<file path="src/rtl/std_register_pipeline.sv">
// Elastic multi-stage register pipeline with valid/ready flow control, bubble collapsing,
// synchronous flush and a registered occupancy count.
module std_register_pipeline #(
    parameter int unsigned STAGES       = 2,
    parameter type         T            = logic,
    parameter T            RESET_VECTOR = T'('0),
    parameter int unsigned COUNT_WIDTH  = $clog2(STAGES + 1)
) (
    input  logic                   clk,
    input  logic                   rst,
    input  logic                   flush,
    input  logic                   in_valid,
    output logic                   in_ready,
    input  T                       in_data,
    output logic                   out_valid,
    input  logic                   out_ready,
    output T                       out_data,
    output logic [COUNT_WIDTH-1:0] occupancy
);

    if (STAGES < 1 || STAGES > 32) begin : gen_bad_stages
        $error("std_register_pipeline: STAGES must be within 1..32");
    end

    if (COUNT_WIDTH != $clog2(STAGES + 1)) begin : gen_bad_count_width
        $error("std_register_pipeline: COUNT_WIDTH is derived and must not be overridden");
    end

    logic [STAGES-1:0]      valid_q;
    logic [STAGES-1:0]      valid_d;
    logic [STAGES-1:0]      adv;
    T                       data_q [STAGES];
    T                       data_d [STAGES];
    logic [COUNT_WIDTH-1:0] occ_q;
    logic [COUNT_WIDTH-1:0] occ_d;
    logic                   accept;
    logic                   emit;

    // A slot may advance if it is empty or the slot downstream of it advances; this lets
    // upstream slots close gaps while the output is stalled.
    always_comb begin
        adv = '0;
        adv[STAGES-1] = out_ready | ~valid_q[STAGES-1];
        for (int i = int'(STAGES) - 2; i >= 0; i--) begin
            adv[i] = ~valid_q[i] | adv[i+1];
        end
    end

    // in_ready is also held low while reset is asserted.
    assign in_ready  = adv[0] & ~flush & rst;
    assign out_valid = valid_q[STAGES-1] & ~flush;
    assign out_data  = data_q[STAGES-1];
    assign occupancy = occ_q;

    assign accept = in_valid & in_ready;
    assign emit   = out_valid & out_ready;

    always_comb begin
        valid_d = valid_q;
        data_d  = data_q;
        if (flush) begin
            valid_d = '0;
        end else begin
            if (adv[0]) begin
                valid_d[0] = in_valid;
                data_d[0]  = in_data;
            end
            for (int i = 1; i < int'(STAGES); i++) begin
                if (adv[i]) begin
                    valid_d[i] = valid_q[i-1];
                    data_d[i]  = data_q[i-1];
                end
            end
        end
    end

    always_comb begin
        occ_d = occ_q;
        if (flush) begin
            occ_d = '0;
        end else if (accept && !emit) begin
            occ_d = occ_q + COUNT_WIDTH'(1);
        end else if (!accept && emit) begin
            occ_d = occ_q - COUNT_WIDTH'(1);
        end
    end

    always_ff @(posedge clk or negedge rst) begin
        if (!rst) begin
            valid_q <= '0;
            occ_q   <= '0;
            for (int i = 0; i < int'(STAGES); i++) begin
                data_q[i] <= RESET_VECTOR;
            end
        end else begin
            valid_q <= valid_d;
            occ_q   <= occ_d;
            data_q  <= data_d;
        end
    end

    assert property (@(posedge clk) disable iff (!rst)
        (out_valid && !out_ready) |=> $stable(out_data));

    assert property (@(posedge clk) disable iff (!rst)
        32'(occ_q) <= STAGES);

    assert property (@(posedge clk) disable iff (!rst)
        $countones(valid_q) == int'(occ_q));

endmodule
</file>
<file path="config.mk">
export PLATFORM = sky130hd
export DESIGN_NAME = std_register_pipeline
export DESIGN_NICKNAME = d
export VERILOG_FILES = /design/src/rtl/std_register_pipeline.sv
export SDC_FILE = /design/constraint.sdc
export NUM_CORES = 1
export LEC_CHECK = 0
export BUFFER_PORTS_ARGS = -buffer_cell sky130_fd_sc_hd__clkbuf_2
export CORE_AREA = 2 2 39 41
export CTS_BUF_LIST = sky130_fd_sc_hd__clkbuf_8 sky130_fd_sc_hd__clkbuf_16
export DETAILED_ROUTE_END_ITERATION = 12
export DIE_AREA = 0 0 41 43
export PLACE_DENSITY_LB_ADDON = 0.08
export SLEW_MARGIN = 20
export SYNTH_ARGS = -nofsm -noshare
export SYNTH_HDL_FRONTEND = slang
export SYNTH_SLANG_ARGS = --single-unit
</file>
<file path="constraint.sdc">
create_clock -name clk -period 1.06 [get_ports clk]
set_input_delay 0.106 -clock clk [delete_from_list [all_inputs] [get_ports clk]]
set_output_delay 0.106 -clock clk [all_outputs]
set_load 0.05 [all_outputs]
</file>
==> reports/metrics.cfg <==
[sta]
holdWs_ns=0.119
rsz0062_at_grt=true
fin_crit_ns=1.35
final-setup-viol-count=6
relSlewSlack_pct=80.9
finalClockSkew_ns=0.00404
worstMarginPinSlew_ns=0.286
final_max_slew_viol_count=0
hold_viol_final=0
fin_crit_sh_pct=127
maxClockFrequency_mhz=743
setup_slack_ns=-0.287

[setup_path]
critPathKind=reg2out
path_max_fanout=2
cp_slowest_cell=dfrtp_1
critPathTopFamily=flip-flops
cp_cell_sequence=and2b_2 -> a21oi_2 -> and2_4 -> clkbuf_16
crit_buf_inv=1
slowest_delay_ns=0.37
critPathCaptureType=output pin
path_depth=4
critPathLaunchType=register
arrival_ns=1.24
reg2regPathDepth=6
crit_required_ns=0.95

[global_route]
grt.overflow.total=0
grt_first_pass_wirelength_mm=1.21
grt_start_max_net_pins=8
grt_usage_pct=10.5
grt_pass1_vias=294
antenna_found_initial=0

[placement]
place_area_um2=392
numPortBuffers=10
gp_congestion=0.618

[detailed_routing]
m1WireLength_um=300
dr.pass1.iters=2
drtIter0Drc=2
drc=0
dr_wl_met3_um=29
top_layer=met4
drt-total-wl_um=683
vias=277
viasPerCell=4.33
antenna_left=0
dr_wl_met2_um=349
wl_per_cell_um=10.7

[cells_and_area]
nets=55
n_antenna_cell=0
final_cell_area_um2=524
layout-drive-gt1-share_pct=60.4
final_core_util_pct=37.9
area_delta_synth_final_pct=73.9

[worst_hold_path]
hold_depth=2
hold_class=in2reg

[logic_synthesis]
syn_inst=28
avgSynthCellArea_um2=10.8
synth_warnings=0
ys_seq_area_share_pct=49.8
synth_cell_types=16
ys_seq_elements=6
syn-cell-area_um2=302
syn_nets=34

[floorplan]
die_h_um=43
start_util_pct=21.8
io_pins=11
dieArea_um2=1760
dieWidth_um=41
std_cell_rows=14
core_um2=1380

[pwr]
cellPowerDensity_nw_per_um2=1560
power_w=0.000818
vdd.ir_drop.worst_mv=0.779
p_leak_nw=0.252

[run_status]
status=finished with violations
violations=setup timing

[clocking]
cts_buffers=3
clock_path_buffers=2
root_buffer=clkbuf_8
cts.sink_count=6
clk_latency_ns=0.22
cts.clk_slew.worst_paths_ns=0.04
cts_tree=built
htree_levels=1

[run]
drv_cap=0

==> through the flow <==
stage / worst slack [ns] / TNS, ns / instances
2_1_floorplan: -0.0927 / -0.281 / 28
3_3_place_gp: -0.177 / -0.478 / 56
3_5_place_dp: -0.190 / -0.583 / 56
4_1_cts: -0.296 / -0.940 / 63
5_1_grt: -0.332 / -1.44 / 64
6_report: -0.287 / -1.14 / 64
==> power breakdown <==
part	switching (W)	internal, W	total [W]	leakage [nW]
sequential	0.0000157	0.000253	0.000269	0.0750
clock	0.000105	0.000249	0.000354	0.0269
combinational	0.000111	0.0000841	0.000195	0.150
total	0.000232	0.000586	0.000818	0.252
==> registers in the layout, summed over array words and instances, names as in the netlist <==
signal	flops
occupancy	2
valid_q	2
data_q	1
out_data	1
==> synthesized netlist by cell type <==
master / instances / area (um2)
dfrtp_1: 6 / 150
nor2_1: 5 / 18.8
mux2_1: 2 / 22.5
nand2_1: 2 / 7.51
nor3b_2: 2 / 25.0
a21oi_1: 1 / 5.00
a21oi_2: 1 / 8.76
and2_1: 1 / 6.26
and2b_1: 1 / 7.51
mux2i_1: 1 / 10.0
nor2b_1: 1 / 6.26
nor3_1: 1 / 5.00
nor3b_1: 1 / 7.51
o21a_1: 1 / 7.51
o21ai_0: 1 / 5.00
xnor2_1: 1 / 8.76
==> worst register-to-register path: stages (launching register included) <==
cell and delay, ns:
dfrtp_1 0.37, buf_4 0.13, buf_6 0.10, o21a_1 0.11, nor3b_2 0.20, o21ai_1 0.09, nor3b_2 0.15
==> routing by layer <==
layer | GRT usage, % | up-vias
met5 | 0 | -
met4 | 8.00 | 0
met3 | 3.14 | 2
met2 | 14.4 | 6
met1 | 13.1 | 135
li1 | - | 134
==> layout by cell type (no fill, tap or decap), types with 2 or more instances in the layout <==
master and instances:
nand2_1 2, a21oi_2 2, mux2_4 2, dfrtp_1 5
clkbuf_8 3, clkbuf_2 8, nor3b_2 2, buf_4 4
nor2_1 4
==> kinds of logic (layout without fill, tap and decap cells) <==
| family | count (synthesis) | after routing | share of synthesized area [%] |
|---|---|---|---|
| buffers and inverters | 0 | 20 | 0 |
| multiplexers | 3 | 3 | 10.8 |
| flip-flops | 6 | 6 | 49.8 |
| AO/OA/AOI/OAI | 4 | 4 | 8.71 |
| AND/OR/NAND/NOR | 14 | 14 | 27.8 |
| XOR/XNOR | 1 | 1 | 2.91 |
==> final cells by class <==
| cell class | instances | area, um2 |
|---|---|---|
| Clock inverter | 1 | 3.75 |
| Sequential cell | 6 | 151 |
| Tap cell | 16 | 20.0 |
| Multi-Input combinational cell | 22 | 176 |
| Fill cell | 145 | 860 |
| Timing Repair Buffer | 16 | 131 |
| Clock buffer | 3 | 41.3 |
==> what timing repair did <==
item | CTS | global route
hold buffers | 1 | 0
buffers inserted | 2 | 2
endpoints found under the setup margin | 6 | 7
endpoints found under the hold margin | 6 | 0
pin swaps | 4 | 3
gates resized for setup | 9 | 6
==> worst paths after layout <==
check	start	endpoint	slack, ns
worst max-delay path	valid_q[1]	in_ready	-0.29
worst min-delay path	in_data	data_q[1]	0.12
worst max register to register	valid_q[1]	occupancy[1]	-0.21
worst min register to register	out_data	out_data	0.51
max in group asynchronous	rst	occupancy[0]	0.41
min in group asynchronous	rst	out_data	0.41
No activity file was read; power rests on OpenSTA's default activity.
